File: config.mk
export PLATFORM = sky130hd
export DESIGN_NAME = ps2_dir_arbiter
export DESIGN_NICKNAME = d
export VERILOG_FILES = /design/src/rtl/pacman_input_pkg.sv /design/src/rtl/ps2_prefix_fsm.sv /design/src/rtl/ps2_dir_arbiter.sv
export SDC_FILE = /design/constraint.sdc
export NUM_CORES = 1
export LEC_CHECK = 0
export BUFFER_PORTS_ARGS = -buffer_cell sky130_fd_sc_hd__clkbuf_2
export CAP_MARGIN = 15
export CORE_UTILIZATION = 54
export CTS_BUF_LIST = sky130_fd_sc_hd__clkbuf_2
export CTS_CLUSTER_DIAMETER = 200
export DETAILED_ROUTE_END_ITERATION = 10
export PLACE_DENSITY = 0.77
export SETUP_SLACK_MARGIN = 0.1
export SYNTH_ARGS = -nofsm -noshare
export SYNTH_HDL_FRONTEND = slang
export SYNTH_SLANG_ARGS = --single-unit
File: constraint.sdc
create_clock -name CLOCK_50 -period 2.56 [get_ports CLOCK_50]
set_input_delay 0.512 -clock CLOCK_50 [delete_from_list [all_inputs] [get_ports CLOCK_50]]
set_output_delay 0.512 -clock CLOCK_50 [all_outputs]
set_load 0.005 [all_outputs]
File: src/rtl/pacman_input_pkg.sv
// pacman_input_pkg: shared definitions for the PS/2 direction input path.
//   - direction encoding (0 up, 1 down, 2 left, 3 right)
//   - PS/2 scan-code constants (make, extended make, E0 and F0 prefixes)
//   - prefix FSM state type and state constants
//   - scan-code decode helpers and direction-to-one-hot helper
package pacman_input_pkg;

  typedef logic [1:0] dir_t;

  localparam dir_t DIR_UP    = 2'd0;
  localparam dir_t DIR_DOWN  = 2'd1;
  localparam dir_t DIR_LEFT  = 2'd2;
  localparam dir_t DIR_RIGHT = 2'd3;

  localparam logic [7:0] SC_PREFIX_EXT = 8'hE0;
  localparam logic [7:0] SC_PREFIX_BRK = 8'hF0;

  localparam logic [7:0] SC_MAKE_UP    = 8'h1D;
  localparam logic [7:0] SC_MAKE_DOWN  = 8'h1B;
  localparam logic [7:0] SC_MAKE_LEFT  = 8'h1C;
  localparam logic [7:0] SC_MAKE_RIGHT = 8'h23;

  localparam logic [7:0] SC_EXT_UP     = 8'h75;
  localparam logic [7:0] SC_EXT_DOWN   = 8'h72;
  localparam logic [7:0] SC_EXT_LEFT   = 8'h6B;
  localparam logic [7:0] SC_EXT_RIGHT  = 8'h74;

  typedef logic [1:0] fsm_state_t;

  localparam fsm_state_t ST_IDLE    = 2'd0;
  localparam fsm_state_t ST_EXT     = 2'd1;
  localparam fsm_state_t ST_BRK     = 2'd2;
  localparam fsm_state_t ST_EXT_BRK = 2'd3;

  typedef struct packed {
    logic hit;
    dir_t dir;
  } key_hit_t;

  // Plain (non-extended) direction make codes.
  function automatic key_hit_t decode_make(input logic [7:0] code);
    key_hit_t r;
    r.hit = 1'b1;
    case (code)
      SC_MAKE_UP:    r.dir = DIR_UP;
      SC_MAKE_DOWN:  r.dir = DIR_DOWN;
      SC_MAKE_LEFT:  r.dir = DIR_LEFT;
      SC_MAKE_RIGHT: r.dir = DIR_RIGHT;
      default: begin
        r.hit = 1'b0;
        r.dir = DIR_UP;
      end
    endcase
    return r;
  endfunction

  // Extended (E0-prefixed) arrow-key codes.
  function automatic key_hit_t decode_ext(input logic [7:0] code);
    key_hit_t r;
    r.hit = 1'b1;
    case (code)
      SC_EXT_UP:    r.dir = DIR_UP;
      SC_EXT_DOWN:  r.dir = DIR_DOWN;
      SC_EXT_LEFT:  r.dir = DIR_LEFT;
      SC_EXT_RIGHT: r.dir = DIR_RIGHT;
      default: begin
        r.hit = 1'b0;
        r.dir = DIR_UP;
      end
    endcase
    return r;
  endfunction

  // Direction to {up,down,left,right} one-hot: up is the MSB.
  function automatic logic [3:0] dir_onehot(input dir_t d);
    return 4'b1000 >> d;
  endfunction

endpackage

File: src/rtl/ps2_prefix_fsm.sv
// ps2_prefix_fsm: turns the PS/2 byte stream into press/release events for the
// four direction keys, tracking the E0 / F0 prefixes. A partial prefix sequence
// is abandoned after TIMEOUT_CYCLES idle cycles.
// Optional feature: define PS2_ARROW_KEYS_EN to decode the extended arrow keys;
// without it the extended bytes are still consumed but produce no events.
// Ports:
//   CLOCK_50    in   system clock (rising edge)
//   reset       in   synchronous active-high reset
//   rx_data     in   received PS/2 byte
//   rx_valid    in   one-cycle strobe, rx_data valid
//   press_evt   out  direction key pressed (combinational, in the rx_valid cycle)
//   release_evt out  direction key released (combinational, in the rx_valid cycle)
//   evt_dir     out  direction of the event
module ps2_prefix_fsm
  import pacman_input_pkg::*;
#(
  parameter int TIMEOUT_CYCLES = 2500000
) (
  input  logic       CLOCK_50,
  input  logic       reset,
  input  logic [7:0] rx_data,
  input  logic       rx_valid,
  output logic       press_evt,
  output logic       release_evt,
  output dir_t       evt_dir
);

  localparam int CNT_W = (TIMEOUT_CYCLES > 1) ? $clog2(TIMEOUT_CYCLES) : 1;
  localparam logic [CNT_W-1:0] CNT_LAST = CNT_W'(TIMEOUT_CYCLES - 1);

  fsm_state_t       state_r;
  fsm_state_t       state_eff_s;
  fsm_state_t       state_next_s;
  logic [CNT_W-1:0] idle_cnt_r;
  key_hit_t         make_s;
  key_hit_t         ext_s;

  assign make_s = decode_make(rx_data);
`ifdef PS2_ARROW_KEYS_EN
  assign ext_s = decode_ext(rx_data);
`else
  assign ext_s = {1'b0, DIR_UP};
`endif

  // Timeout folds a stale prefix back to IDLE; a byte arriving in the same
  // cycle is then decoded as if no prefix had been seen.
  always_comb begin
    if ((state_r != ST_IDLE) && (idle_cnt_r == CNT_LAST)) begin
      state_eff_s = ST_IDLE;
    end else begin
      state_eff_s = state_r;
    end
  end

  // Prefix decoding and event generation.
  always_comb begin
    state_next_s = state_eff_s;
    press_evt    = 1'b0;
    release_evt  = 1'b0;
    evt_dir      = DIR_UP;
    if (rx_valid) begin
      case (state_eff_s)
        ST_IDLE: begin
          if (rx_data == SC_PREFIX_EXT) begin
            state_next_s = ST_EXT;
          end else if (rx_data == SC_PREFIX_BRK) begin
            state_next_s = ST_BRK;
          end else if (make_s.hit) begin
            press_evt = 1'b1;
            evt_dir   = make_s.dir;
          end else begin
            state_next_s = ST_IDLE;
          end
        end
        ST_EXT: begin
          state_next_s = ST_IDLE;
          if (rx_data == SC_PREFIX_BRK) begin
            state_next_s = ST_EXT_BRK;
          end else if (ext_s.hit) begin
            press_evt = 1'b1;
            evt_dir   = ext_s.dir;
          end else begin
            press_evt = 1'b0;
          end
        end
        ST_BRK: begin
          state_next_s = ST_IDLE;
          if (make_s.hit) begin
            release_evt = 1'b1;
            evt_dir     = make_s.dir;
          end else begin
            release_evt = 1'b0;
          end
        end
        ST_EXT_BRK: begin
          state_next_s = ST_IDLE;
          if (ext_s.hit) begin
            release_evt = 1'b1;
            evt_dir     = ext_s.dir;
          end else begin
            release_evt = 1'b0;
          end
        end
        default: begin
          state_next_s = ST_IDLE;
        end
      endcase
    end else begin
      state_next_s = state_eff_s;
    end
  end

  // State register and saturating idle counter (cleared by every byte).
  always_ff @(posedge CLOCK_50) begin
    if (reset) begin
      state_r    <= ST_IDLE;
      idle_cnt_r <= {CNT_W{1'b0}};
    end else begin
      state_r <= state_next_s;
      if (rx_valid) begin
        idle_cnt_r <= {CNT_W{1'b0}};
      end else if (idle_cnt_r != CNT_LAST) begin
        idle_cnt_r <= idle_cnt_r + CNT_W'(1);
      end else begin
        idle_cnt_r <= idle_cnt_r;
      end
    end
  end

endmodule

File: src/rtl/ps2_dir_arbiter.sv
// ps2_dir_arbiter: keyboard direction arbiter for the game. Tracks which
// direction keys are held, selects the active direction (most recent new press
// while still held, else fixed priority up>down>left>right) and raises a
// valid/ready turn request for every new press (latest press wins).
// Optional feature: define PS2_ARROW_KEYS_EN to also accept the extended arrow
// keys (E0-prefixed); see ps2_prefix_fsm.
// Ports:
//   CLOCK_50   in   system clock (rising edge)
//   reset      in   synchronous active-high reset
//   rx_data    in   received PS/2 byte
//   rx_valid   in   one-cycle strobe, rx_data valid
//   dir_out    out  one-hot active direction {up,down,left,right}, registered
//   held       out  held keys {up,down,left,right}, registered
//   turn_valid out  pending turn request
//   turn_dir   out  requested direction (0 up, 1 down, 2 left, 3 right)
//   turn_ready in   game logic accepts the request
module ps2_dir_arbiter
  import pacman_input_pkg::*;
#(
  parameter int TIMEOUT_CYCLES = 2500000
) (
  input  logic       CLOCK_50,
  input  logic       reset,
  input  logic [7:0] rx_data,
  input  logic       rx_valid,
  output logic [3:0] dir_out,
  output logic [3:0] held,
  output logic       turn_valid,
  output logic [1:0] turn_dir,
  input  logic       turn_ready
);

  logic       press_s;
  logic       release_s;
  dir_t       evt_dir_s;
  logic [3:0] evt_mask_s;
  logic       new_press_s;
  logic [3:0] held_next_s;
  dir_t       last_dir_next_s;
  logic [3:0] dir_next_s;
  logic       turn_valid_next_s;
  dir_t       turn_dir_next_s;

  logic [3:0] held_r;
  dir_t       last_dir_r;
  logic [3:0] dir_out_r;
  logic       turn_valid_r;
  dir_t       turn_dir_r;

  ps2_prefix_fsm #(
    .TIMEOUT_CYCLES(TIMEOUT_CYCLES)
  ) u_prefix_fsm (
    .CLOCK_50    (CLOCK_50),
    .reset       (reset),
    .rx_data     (rx_data),
    .rx_valid    (rx_valid),
    .press_evt   (press_s),
    .release_evt (release_s),
    .evt_dir     (evt_dir_s)
  );

  // Held-key update; a press of an already-held key is a typematic repeat.
  always_comb begin
    evt_mask_s  = dir_onehot(evt_dir_s);
    new_press_s = press_s && ((held_r & evt_mask_s) == 4'b0000);
    if (press_s) begin
      held_next_s = held_r | evt_mask_s;
    end else if (release_s) begin
      held_next_s = held_r & ~evt_mask_s;
    end else begin
      held_next_s = held_r;
    end
    if (new_press_s) begin
      last_dir_next_s = evt_dir_s;
    end else begin
      last_dir_next_s = last_dir_r;
    end
  end

  // Active direction from the next-cycle held set so dir_out moves with held.
  always_comb begin
    if ((held_next_s & dir_onehot(last_dir_next_s)) != 4'b0000) begin
      dir_next_s = dir_onehot(last_dir_next_s);
    end else if (held_next_s[3]) begin
      dir_next_s = 4'b1000;
    end else if (held_next_s[2]) begin
      dir_next_s = 4'b0100;
    end else if (held_next_s[1]) begin
      dir_next_s = 4'b0010;
    end else if (held_next_s[0]) begin
      dir_next_s = 4'b0001;
    end else begin
      dir_next_s = 4'b0000;
    end
  end

  // Turn request: a new press beats a simultaneous handshake.
  always_comb begin
    if (new_press_s) begin
      turn_valid_next_s = 1'b1;
      turn_dir_next_s   = evt_dir_s;
    end else if (turn_valid_r && turn_ready) begin
      turn_valid_next_s = 1'b0;
      turn_dir_next_s   = turn_dir_r;
    end else begin
      turn_valid_next_s = turn_valid_r;
      turn_dir_next_s   = turn_dir_r;
    end
  end

  // Output and state registers.
  always_ff @(posedge CLOCK_50) begin
    if (reset) begin
      held_r       <= 4'b0000;
      last_dir_r   <= DIR_UP;
      dir_out_r    <= 4'b0000;
      turn_valid_r <= 1'b0;
      turn_dir_r   <= DIR_UP;
    end else begin
      held_r       <= held_next_s;
      last_dir_r   <= last_dir_next_s;
      dir_out_r    <= dir_next_s;
      turn_valid_r <= turn_valid_next_s;
      turn_dir_r   <= turn_dir_next_s;
    end
  end

  assign held       = held_r;
  assign dir_out    = dir_out_r;
  assign turn_valid = turn_valid_r;
  assign turn_dir   = turn_dir_r;

endmodule

; Word-level counts from Yosys, hierarchy flattened
; Index checks and enable logic that the tools add are counted.
[classes]
reduce_logical = 12
shifts = 2
n_mux = 31
bitwise_logic = 5
add_sub_neg = 1
n_eq_ne = 11
[ops]
columns = op, count
row1 = equality test 8 x 5 -> 1 bit (second input constant), 3
row2 = 2-to-1 mux 2 bit, 12
row3 = adder 22 x 1 -> 22 bit (second input constant), 1
row4 = equality test 22 bit (second input constant), 1
row5 = inequality test 22 bit (second input constant), 1
row6 = case mux 2 bit (3 select lines), 3
row7 = equality test 8 bit (second input constant), 2
row8 = 2-to-1 mux 4 bit, 4
row9 = AND 4 bit, 3
row10 = 2-to-1 mux 1 bit, 11
row11 = equality test 8 x 6 -> 1 bit (second input constant), 1
row12 = right shift 4 x 2 -> 4 bit (first input constant), 2
row13 = OR reduction 2 bit, 3
row14 = equality test 2 bit (second input constant), 2
row15 = zero test 4 bit, 1
row16 = inverter 4 bit, 1
row17 = OR 4 bit, 1
row18 = nonzero test 2 bit, 2
row19 = nonzero test 4 bit, 1
row20 = OR reduction 4 bit, 1
row21 = logical AND 1 bit, 3
row22 = 2-to-1 mux 3 bit, 1
row23 = equality test 2 x 1 -> 1 bit (second input constant), 1
row24 = zero test 2 bit, 1
[word_totals]
output_inout_bits = 11
in_bits = 12
register_bits = 37

; Longest topological paths before layout
; Gate-level depths: netlist of the first run.
[depth]
depth_word = 18
depth_mapped = 10
mapped_depth_nobuf = 9

; By module
; Synthesis of the first run repeated with hierarchy kept, for this count alone.
[unflattened]
cells_unflattened = 227
hier_area_um2 = 1894.3
[by_module_without_submodules]
columns = mod, cells_per_inst, area_each_um2, instances
row1 = ps2_prefix_fsm, 150, 1260.0, 1
row2 = ps2_dir_arbiter, 77, 634.4, 1

; Worst setup path after synthesis of the first run
; OpenSTA, ideal clock, no wires.
[synth_path]
kind = input -> register
startpoint = input rx_data[2]
endpoint = register dir_out_r[2], in the netlist dir_out[2]
setup_time_ps = 118
t_arrival_ps = 2386
slack_ps = 57
cell_stages = 9
path_cell_list = and3b_1 > buf_6 > o21ai_1 > a2111oi_2 > o31a_1 > mux2i_1 > o22ai_1 > or3_1 > o2111a_1
[synth_between]
elab_chain_cells = 17
elab_cells_between_ends = 37
classes_between = eq/ne (6) / shift (2) / mux (20) / bitwise (5) / reduce/logical (4)
[synth_lines]
columns = element, line
row1 = start: declaration, ps2_dir_arbiter.sv:24  ; input logic [7:0] rx_data,
row2 = equality test 8 x 5 -> 1 bit or equality test 8 x 6 -> 1 bit (tied branches), pacman_input_pkg.sv:44  ; case (code)
row3 = OR reduction 4 bit (no source line), --
row4 = 2-to-1 mux 1 bit, pacman_input_pkg.sv:44
row5 = 2-to-1 mux 2 bit, "ps2_prefix_fsm.sv:68, ps2_prefix_fsm.sv:88"
row6 = 2-to-1 mux 2 bit, ps2_prefix_fsm.sv:66  ; end else if (rx_data == SC_PREFIX_BRK) begin
row7 = 2-to-1 mux 2 bit, ps2_prefix_fsm.sv:64  ; if (rx_data == SC_PREFIX_EXT) begin
row8 = case mux 2 bit (3 select lines), ps2_prefix_fsm.sv:62  ; case (state_eff_s)
row9 = 2-to-1 mux 2 bit, ps2_prefix_fsm.sv:61  ; if (rx_valid) begin
row10 = right shift 4 x 2 -> 4 bit, pacman_input_pkg.sv:76  ; return 4'b1000 >> d;
row11 = AND 4 bit, ps2_dir_arbiter.sv:65  ; new_press_s = press_s && ((held_r & evt_mask_s) == 4'b0000);
row12 = zero test 4 bit, ps2_dir_arbiter.sv:65
row13 = logical AND 1 bit, ps2_dir_arbiter.sv:65
row14 = 2-to-1 mux 2 bit, ps2_dir_arbiter.sv:73  ; if (new_press_s) begin
row15 = right shift 4 x 2 -> 4 bit, pacman_input_pkg.sv:76
row16 = AND 4 bit, ps2_dir_arbiter.sv:82  ; if ((held_next_s & dir_onehot(last_dir_next_s)) != 4'b0000) begin
row17 = nonzero test 4 bit, ps2_dir_arbiter.sv:82
row18 = 2-to-1 mux 4 bit (*), ps2_dir_arbiter.sv:82
row19 = end signal: assignment, ps2_dir_arbiter.sv:122  ; dir_out_r <= dir_next_s;
row20 = end: declaration, ps2_dir_arbiter.sv:46  ; logic [3:0] dir_out_r;
; Every way passes the cells marked *; elsewhere a longest branch is shown, timed or not.
; A chain may end at the register's enable or synchronous reset.

; Final worst setup path of the first run
; Same ends and word-level chain as after synthesis.

==> metrics, run 1 <==
run status complete, no violations; pin count of the biggest net entering global routing 23; Synth Area in XOR/XNOR under 10%; Pins Over Slew Limit 0; layout cells sized above 1 about a third; Overflow after GRT 0; cell row count 21; final wirelength approximately 4800 µm; Crit Reg-Reg Endpoint dir_out[2]$_SDFF_PP0_; syn avg cell area between 8 and 9 µm²; # DRC 0; most common cell after layout, fill and taps aside nor2_1; element type at the critical path start primary input; final hold violation count 0; Root Driver clkbuf_2; TritonCTS Buffers 5; die width roughly 63 µm; Lkg Pwr 0.964 nW; predominant post-synthesis flop cell dfxtp_1; area fraction in compound gates after synthesis between 10% and 20%; largest fanout on the critical path 6; vias in the first global route roughly 1800; Worst Path Required ~2.9 ns; Vias ~1900; post-synth top area cell dfxtp_1; Max Cap Viol 0; DRT iter0 DRCs about 100; worst setup path end dir_out[2]$_SDFF_PP0_; clock tree from TritonCTS built; Fin Clk Skew about 0.013 ns; n_diodes 0; largest family of logic cells by synthesized area simple AND/OR/NAND/NOR gates; CP delay by family, top compound AO/OA/AOI/OAI gates; Cells after Synth roughly 230; RSZ-0062 raised after global routing yes; Synth Area in Adders less than 1%; post-route ant nets 0; worst slew pin tran between 0.5 and 0.6 ns; Hold Path Class primary input to flop; Synth cell types between 50 and 60; share of the synthesized area in the top cell type 36.6%; Die H approximately 63 µm; DR pass1 iterations 5; Synth warnings 0; vias per inst about 5.8; first-pass GRT wire length around 8300 µm; GRT Overall Usage approximately 26%; Rel. slew slack about 66%; IO Count 23; # port buffers 22; worst-skew pair later-pin latency 0.38 ns; crit-path cells clkbuf_2, and3b_1, o21ai_2, a2111oi_4, o31a_1, mux2i_2, o22ai_2, or3_4, o2111a_1; crit path max-delay cell type a2111oi_4; peak supply drop about 0.35 mV; DR WL/cell roughly 14 µm; register area share after synthesis a little over a third; top post-synthesis cells by area dfxtp_1, nor2_1, xor2_1; R2R cell count 9; reg2reg setup slack 0.15 ns; routability cong. between 0.8 and 0.9; H-tree depth 2; Critical Path End Type flop; initial antenna violation count 0; mapped cell area slightly above 2000 µm²; Tot Pwr between 0.8 and 0.9 mW; commonest non-fill, non-tap cells in the layout nor2_1, buf_4, dfxtp_1; final worst-path cycle share between 90% and 100%; Initial Util about three fifths; WP buf/inv 1; post-synthesis mux area share approximately 2.5%; critical path type primary input to flop; hold buffers post-CTS 0; clock buffer depth 2; Area Overhead vs Synth 25.7%; crit path time final between 2 and 2.5 ns; nets 300; Core ar. 3470 µm²; power per cell area about 350 nW/µm²; CP Data Arrival Time 2.72 ns; Hold WS 0.379 ns; Achievable Freq 0.413 GHz; synthesis-stage register bit count 37; max incr delay on CP roughly 0.42 ns; Post-synth EDFFs 0; Syn Nets 242; clk slew on worst S/H paths between 0.15 and 0.2 ns; hpwl dp 3390 µm; filler cell count 273; Crit. path cell count 9; worst r2r src u_prefix_fsm.idle_cnt_r[9]$_SDFFE_PP0P_; Sink Count 37; Async SR Flop Fraction 0%; Simple-Gate Fraction of Synth Area a little under a third; Setup Viol. Count Final 0; Critical Path Source rx_data[2]; DIE AREA about 4000 µm²
-- sequential cells by signal (all words and copies together) (netlist names) --
signal                   count
last_dir_r                   2
turn_dir                     2
u_prefix_fsm.idle_cnt_r     22
dir_out                      4
turn_valid                   1
u_prefix_fsm.state_r         2
held                         4
-- synth_stat cells, types with 2 or more instances --
cell and instances:
a21oi_1 6, a32oi_1 2, and2_1 2, and3_1 2, and3b_1 2, and4_1 2
buf_6 2, clkbuf_1 3, dfxtp_1 37, inv_1 3, mux2i_1 5, nand2_1 17
nand2b_1 3, nand3_1 8, nand4_1 8, nor2_1 37, nor2b_1 4, nor3_1 7
nor4b_1 3, nor4bb_1 2, o211a_1 2, o211ai_1 2, o21a_1 4, o21ai_0 9
o21ai_1 2, o22ai_1 2, o31ai_1 2, or3_1 5, xnor2_1 7, xor2_1 11
-- worst min-delay path by stage --
| stage | start | endpoint | cells past startpoint |
|---|---|---|---|
| 2_1_floorplan | turn_valid$_SDFFE_PP0P_ | turn_valid$_SDFFE_PP0P_ | 2 |
| 3_3_place_gp | turn_dir[1]$_SDFFE_PP0N_ | turn_dir[1]$_SDFFE_PP0N_ | 2 |
| 3_5_place_dp | turn_valid$_SDFFE_PP0P_ | turn_valid$_SDFFE_PP0P_ | 2 |
| 4_1_cts | turn_ready | turn_valid$_SDFFE_PP0P_ | 3 |
| 5_1_grt | turn_ready | turn_valid$_SDFFE_PP0P_ | 3 |
| 6_report | turn_ready | turn_valid$_SDFFE_PP0P_ | 3 |
-- cells by family after synthesis --
| kind of cell | after synthesis |
|---|---|
| flip-flops | 37 |
| buffers and inverters | 9 |
| XOR/XNOR | 18 |
| multiplexers | 5 |
| AND/OR/NAND/NOR | 112 |
| adder cells (fa/ha/maj) | 1 |
| AO/OA/AOI/OAI | 47 |
-- through the flow --
| step | worst slack, ns | TNS [ns] | util (%) | instances | cell area [µm²] |
|---|---|---|---|---|---|
| CTS | 0.0350 | 0 | 72.3 | 334 | 2510 |
| global route | 0.00503 | 0 | 73.3 | 334 | 2540 |
| global placement | -0.0875 | -0.158 | 69.6 | 324 | 2410 |
| detailed placement | -0.135 | -0.291 | 69.6 | 324 | 2410 |
| finish | 0.139 | 0 | 73.3 | 334 | 2540 |
| floorplan | 0.0727 | 0 | - | 229 | 2040 |
-- per-layer routing --
metal	up-vias	share of wire, %	global-route usage, %
met5	-	0	0
met4	0	0.80	5.40
met3	5	4.3	5.07
met2	44	45	39.0
met1	928	50	37.2
li1	960	-	-
-- worst register-to-register path, stage by stage, from the launching register on --
cell      delay (ns)
dfxtp_4         0.40
nor4b_4         0.26
nand4_1         0.17
nor4_4          0.15
buf_4           0.18
o31a_1          0.26
mux2i_2         0.30
o22ai_2         0.12
or3_4           0.36
o2111a_1        0.14
-- power breakdown --
group	switching [mW]	internal [mW]	total, mW
logic	0.0302	0.0250	0.0553
registers	0.00163	0.578	0.580
clock network	0.199	0.0647	0.264
-- what timing repair did --
action / 4_1_cts / 5_1_grt
pin swaps: 4 / 3
resized for setup: 9 / 11
endpoints found under the setup margin: 5 / 9
buffers inserted: 2 / 0
-- area by class of cell --
type                    count  area, µm²  share of cell area (%)
multi-input cells         183       1310                    51.4
flip-flops and latches     37        751                    29.5
repair buffers             57        373                    14.7
well taps                  46       57.6                    2.26
clock buffers               5       25.0                   0.984
clock inverters             3       17.5                   0.689
inverters                   3       11.3                   0.443
Power figures use the tool's default switching activity.
==> run 2, diff against run 1 <==
PLACE_DENSITY = 0.83   (was 0.77)
==> metrics, run 2 (synthesis results as in run 1) <==
DR pass1 iterations 4; Tot Pwr between 0.8 and 0.9 mW; RSZ-0062 raised after global routing yes; Fin Clk Skew ~0.019 ns; fin cells 331; Core ar. around 3500 µm²; nets 298; most common cell after layout, fill and taps aside nor2_1; Sink Count 37; clock buffer depth 2; Hold Path Class primary input to flop; fin util 72.5%; n_diodes 0; Post-Layout Inst Area approximately 2500 µm²; Setup Viol. Count Final 0; filler cell count approximately 300; setup ws final 0.111 ns; # DRC 0; register area approximately 750 µm²; worst slew pin tran approximately 0.48 ns; die width 63.2 µm; clock tree from TritonCTS built; Max Cap Viol 0; hold buffers post-CTS 0; element type at the critical path start flop; crit path max-delay cell type dfxtp_2; DR WL/cell around 15 µm; pre-CTS setup slack -0.170 ns; final hold violation count 0; peak supply drop 0.261 mV; layout cells sized above 1 a little under a third; Initial Util between 50% and 60%; initial antenna violation count 0; critical path type flop to flop; final worst-path cycle share 95.7%; Area Overhead vs Synth 24.3%; IO Count 23; vias in the first global route around 1900; cell total after placement approximately 320; footprint of the multi-input gates 1310 µm²; worst-skew pair later-pin latency slightly below 0.4 ns; Rel. slew slack between 60% and 70%; pin count of the biggest net entering global routing 23; GRT Overall Usage between 20% and 30%; final wirelength between 4000 and 5000 µm; routability cong. approximately 0.86; Placed Area 2390 µm²; crit path time final 2.45 ns; largest fanout on the critical path 5; Root Driver clkbuf_2; register with the most flip-flops u_prefix_fsm.idle_cnt_r; Vias just under 2000; max incr delay on CP about 0.4 ns; setup_tns 0 ns; run status complete, no violations; Lkg Pwr around 0.95 nW; Achievable Freq 0.408 GHz; TritonCTS Buffers 5; commonest non-fill, non-tap cells in the layout nor2_1, buf_4, dfxtp_1; Pins Over Slew Limit 0; hpwl dp about 3500 µm; cell row count 21; Largest register FFs 22; Overflow after GRT 0; H-tree depth 2; post-route ant nets 0; Die H between 60 and 70 µm; clk slew on worst S/H paths between 0.15 and 0.2 ns; hold depth 3; R2R cell count 9; # port buffers 22; CP Data Arrival Time about 2.7 ns; DIE AREA 4000 µm²; vias per inst a little under 6; crit-path cells and4b_1, nand4_1, nor4_4, buf_4, o31a_1, a2111oi_4, o22ai_1, or3_4, o2111a_1; Hold WS around 0.36 ns; power per cell area 349 nW/µm²; DRT iter0 DRCs a little under 60; first-pass GRT wire length between 8000 and 9000 µm; Critical Path End Type flop; Worst Path Required between 2 and 3 ns
==> run 2: where the power goes <==
group / switching [mW] / total [mW] / internal (mW)
Clock: 0.180 / 0.244 / 0.0636
Sequential: 0.00177 / 0.579 / 0.577
Combinational: 0.0300 / 0.0539 / 0.0239
Total: 0.212 / 0.877 / 0.665
==> run 2: timing repair <==
item                       CTS  global route
pin swaps                    4             4
hold endpoints to repair     0             0
setup buffers                3             0
setup endpoints to repair    3            10
gates resized for setup      7            10
==> run 2: layout make-up <==
class | instances | share of cell area [%]
multi-input cells | 183 | 51.9
inverters | 3 | 0.448
clock inverters | 1 | 0.149
repair buffers | 55 | 14.2
well taps | 46 | 2.29
clock buffers | 6 | 1.19
flip-flops and latches | 37 | 29.8
==> run 2: worst max-delay path, delay by kind of cell (launching register included) <==
kind	cells	cell delay [ns]
compound gates	4	0.98
buf+inv	1	0.15
flops	1	0.40
simple gates	4	0.80
==> run 2: metal layers <==
metal	GRT usage [%]	up-vias	part of all wire (%)
met1	34.9	934	48
met2	42.6	51	47
li1	-	950	-
met4	11.1	0	0.98
met5	0	-	0
met3	6.52	4	3.9
==> run 2: path summary, 6_finish.rpt <==
kind / start / endpoint / slack (ns)
worst max-delay path: u_prefix_fsm.idle_cnt_r[19]$_SDFFE_PP0P_ / dir_out[2]$_SDFF_PP0_ / 0.11
worst min-delay path: turn_ready / turn_valid$_SDFFE_PP0P_ / 0.36
worst max register to register: u_prefix_fsm.idle_cnt_r[19]$_SDFFE_PP0P_ / dir_out[2]$_SDFF_PP0_ / 0.11
worst min register to register: turn_valid$_SDFFE_PP0P_ / turn_valid$_SDFFE_PP0P_ / 0.48
==> run 3, diff against run 2 <==
CORE_UTILIZATION = 60   (was 54)
PLACE_DENSITY = 0.88   (was 0.83)
clock period = 2.33 ns   (was 2.56 ns; I/O delays follow)
==> metrics, run 3 <==
run status aborted with a tool error; Failed at global routing (5_1_grt); Halt Reason [ERROR DPL-0038] Utilization greater than 100%, impossible to legalize; post-GRT worst EP dir_out[3]$_SDFF_PP0_/D; TritonCTS Buffers 5; Syn Nets approximately 240; pin count of the biggest net entering global routing 23; die width 60.1 µm; Placed Area roughly 2600 µm²; syn avg cell area 8.83 µm²; cell row count 20; hpwl dp slightly above 4000 µm; post-synth top area cell dfxtp_1; synthesis-stage register bit count 37; pre-CTS setup slack -0.308 ns; top post-synthesis cells by area dfxtp_1, nor2_1, xor2_1; clock buffer depth 2; predominant post-synthesis flop cell dfxtp_1; # port buffers 22; IO Count 23; Root Driver clkbuf_2; Die H ~60 µm; Sink Count 37; Worst EP kind sequential cell input; Cells after Synth between 200 and 250; share of the synthesized area in the top cell type between 30% and 40%; H-tree depth 2; Synth cell types 58; Post-synth EDFFs 0; commonest cells in the netlist dfxtp_1, nor2_1, nand2_1, xor2_1, o21ai_0; mapped cell area about 2000 µm²; routability cong. around 0.97; Async SR Flop Fraction 0%; Synth warnings 0; Initial Util approximately two thirds; register area share after synthesis 36.6%
[run 3: metrics by stage]
| stage | setup TNS (ns) | std cells | hold WS [ns] |
|---|---|---|---|
| 4_1_cts | -0.878 | 362 | 0.267 |
| 3_5_place_dp | -1.56 | 345 | 0.467 |
| 3_3_place_gp | -1.05 | 345 | 0.456 |
| 2_1_floorplan | -0.257 | 229 | 0.466 |
[run 3: cell families after synthesis]
| logic type | share of synthesized area (%) |
|---|---|
| AO/OA/AOI/OAI | 19.0 |
| AND/OR/NAND/NOR | 30.9 |
| XOR/XNOR | 7.79 |
| adder cells (fa/ha/maj) | 0.618 |
| multiplexers | 2.47 |
| buffers and inverters | 2.60 |
| flip-flops | 36.6 |
[run 3: repair_timing]
item                                    4_1_cts
buffers inserted                              9
pin swaps                                    18
cloned                                        0
hold buffers                                  0
gates resized for setup                      39
endpoints found under the setup margin       16
==> run 4, diff against run 3 <==
CORE_UTILIZATION = 40   (was 60)
CTS_BUF_LIST = unset   (was sky130_fd_sc_hd__clkbuf_2)
CTS_CLUSTER_DIAMETER = unset   (was 200)
PLACE_DENSITY = unset   (was 0.88)
PLACE_DENSITY_LB_ADDON = 0.15   (was unset)
SETUP_SLACK_MARGIN = unset   (was 0.1)
==> metrics, run 4 (synthesis results as in run 1) <==
run status finished, violations left; failing checks setup timing; pin count of the biggest net entering global routing 23; layout cells sized above 1 ~36%; Core ar. between 4000 and 5000 µm²; commonest non-fill, non-tap cells in the layout buf_4, nor2_1, dfxtp_1; Placed Area 2610 µm²; Overflow after GRT 0; crit-path cells nor4b_4, nand4_1, nor4_4, a2bb2oi_1, buf_4, nand2b_1, o22a_2, mux2i_1, o211a_1; max incr delay on CP approximately 0.35 ns; critical path type flop to flop; gr busiest metal met2; worst-skew pair later-pin latency ~0.28 ns; Initial Util 42.3%; worst r2r src u_prefix_fsm.idle_cnt_r[9]$_SDFFE_PP0P_; nets 323; Fin Clk Skew around 0.0059 ns; first-pass GRT wire length 8090 µm; Largest register FFs 22; Setup Viol. Count Final 4; Root Driver clkbuf_8; largest fanout on the critical path 4; Achievable Freq around 0.41 GHz; GR Util met3 approximately 4.1%; register with the most flip-flops u_prefix_fsm.idle_cnt_r; clock buffer depth 2; fin cells 377; RSZ-0062 raised after global routing yes; final worst-path cycle share 104%; crit path max-delay cell type dfxtp_2; Sink Count 37; routability cong. around 0.8; routing usage on met2 between 20 and 30%; pre-CTS setup slack -0.326 ns; worst setup path end dir_out[3]$_SDFF_PP0_; CP Data Arrival Time approximately 2.6 ns; power per cell area around 420 nW/µm²; Critical Path Source u_prefix_fsm.idle_cnt_r[9]$_SDFFE_PP0P_; # port buffers 22; Vias between 1500 and 2000; Hold WS about 0.44 ns; final wirelength about 4900 µm; Pins Over Slew Limit 0; R2R cell count 9; DIE AREA 5350 µm²; setup ws final -0.0864 ns; Rel. slew slack approximately 76%; # DRC 0; DR WL/cell between 10 and 15 µm; Hold Path Class primary input to flop; clk slew on worst S/H paths approximately 0.070 ns; die width 73.1 µm; post-route ant nets 0; peak supply drop 0.382 mV; Max Cap Viol 0; vias per inst between 5 and 6; IO Count 23; most common cell after layout, fill and taps aside buf_4; Critical Path End Type flop; Worst Path Required 2.51 ns; met1 Use GR 29.0%; hpwl dp approximately 3700 µm; vias in the first global route between 1500 and 2000; final hold violation count 0; setup_tns -0.254 ns; worst slew pin tran about 0.35 ns; cell total after placement about 370; DR pass1 iterations 4; Crit Reg-Reg Endpoint dir_out[3]$_SDFF_PP0_; GRT Overall Usage between 15 and 20%; reg2reg setup slack -0.09 ns; element type at the critical path start flop; filler cell count between 400 and 500; clock tree from TritonCTS built; DRT iter0 DRCs around 120; TritonCTS Buffers 5; initial antenna violation count 0; H-tree depth 2; Post-Layout Inst Area ~2800 µm²; cell row count 25; Die H between 70 and 80 µm; crit path time final 2.42 ns; Area Overhead vs Synth 36.9%; Lkg Pwr 1.09 nW; n_diodes 0
-- run 4: worst min-delay path by stage --
stage,from,endpoint,cells past startpoint
after floorplan,turn_valid$_SDFFE_PP0P_,turn_valid$_SDFFE_PP0P_,2
after global placement,turn_dir[1]$_SDFFE_PP0N_,turn_dir[1]$_SDFFE_PP0N_,2
after detailed placement,turn_valid$_SDFFE_PP0P_,turn_valid$_SDFFE_PP0P_,2
after CTS,turn_ready,turn_valid$_SDFFE_PP0P_,3
after global routing,turn_ready,turn_valid$_SDFFE_PP0P_,3
final,turn_ready,turn_valid$_SDFFE_PP0P_,3
-- run 4: through the flow --
| stage | total power [mW] | utilization [%] |
|---|---|---|
| final | 1.16 | 57.9 |
| after global routing | 1.21 | 57.9 |
| after CTS | 1.17 | 57.5 |
| after detailed placement | 0.713 | 54.4 |
| after global placement | 0.712 | 54.4 |
| after floorplan | 0.679 | - |
-- run 4: what timing repair did --
action / 4_1_cts / 5_1_grt
buffers inserted: 3 / 0
endpoints found under the setup margin: 8 / 9
pin swaps: 1 / 0
gates resized for setup: 7 / 7
hold endpoints to repair: 0 / 0
hold buffers: 0 / 0
-- run 4: cell type report --
| cell class | count | area (µm²) | area share [%] |
|---|---|---|---|
| clock inverters | 1 | 7.51 | 0.271 |
| multi-input cells | 183 | 1300 | 46.8 |
| flip-flops and latches | 37 | 742 | 26.8 |
| well taps | 67 | 83.8 | 3.03 |
| repair buffers | 80 | 546 | 19.7 |
| inverters | 3 | 11.3 | 0.407 |
| clock buffers | 6 | 82.6 | 2.98 |
-- run 4: power by group --
part           leakage, nW  internal [mW]  switching (mW)
Clock               0.0433          0.234           0.226
Combinational        0.746         0.0301          0.0338
Sequential           0.299          0.634         0.00124
Total                 1.09          0.898           0.261
-- run 4: layer usage --
layer	part of all wire (%)	wire length, µm
met1	53	2590
met2	42	2040
met3	3.7	180
met4	0.78	38
met5	0	0
-- run 4: critical path: cells and delay by family (launching register included) --
kind                   cells  cell delay, ns
and+or+nand+nor            4            0.86
AOI/OAI and AO/OA          3            0.80
DFF                        1            0.35
buffers and inverters      1            0.17
muxes                      1            0.13
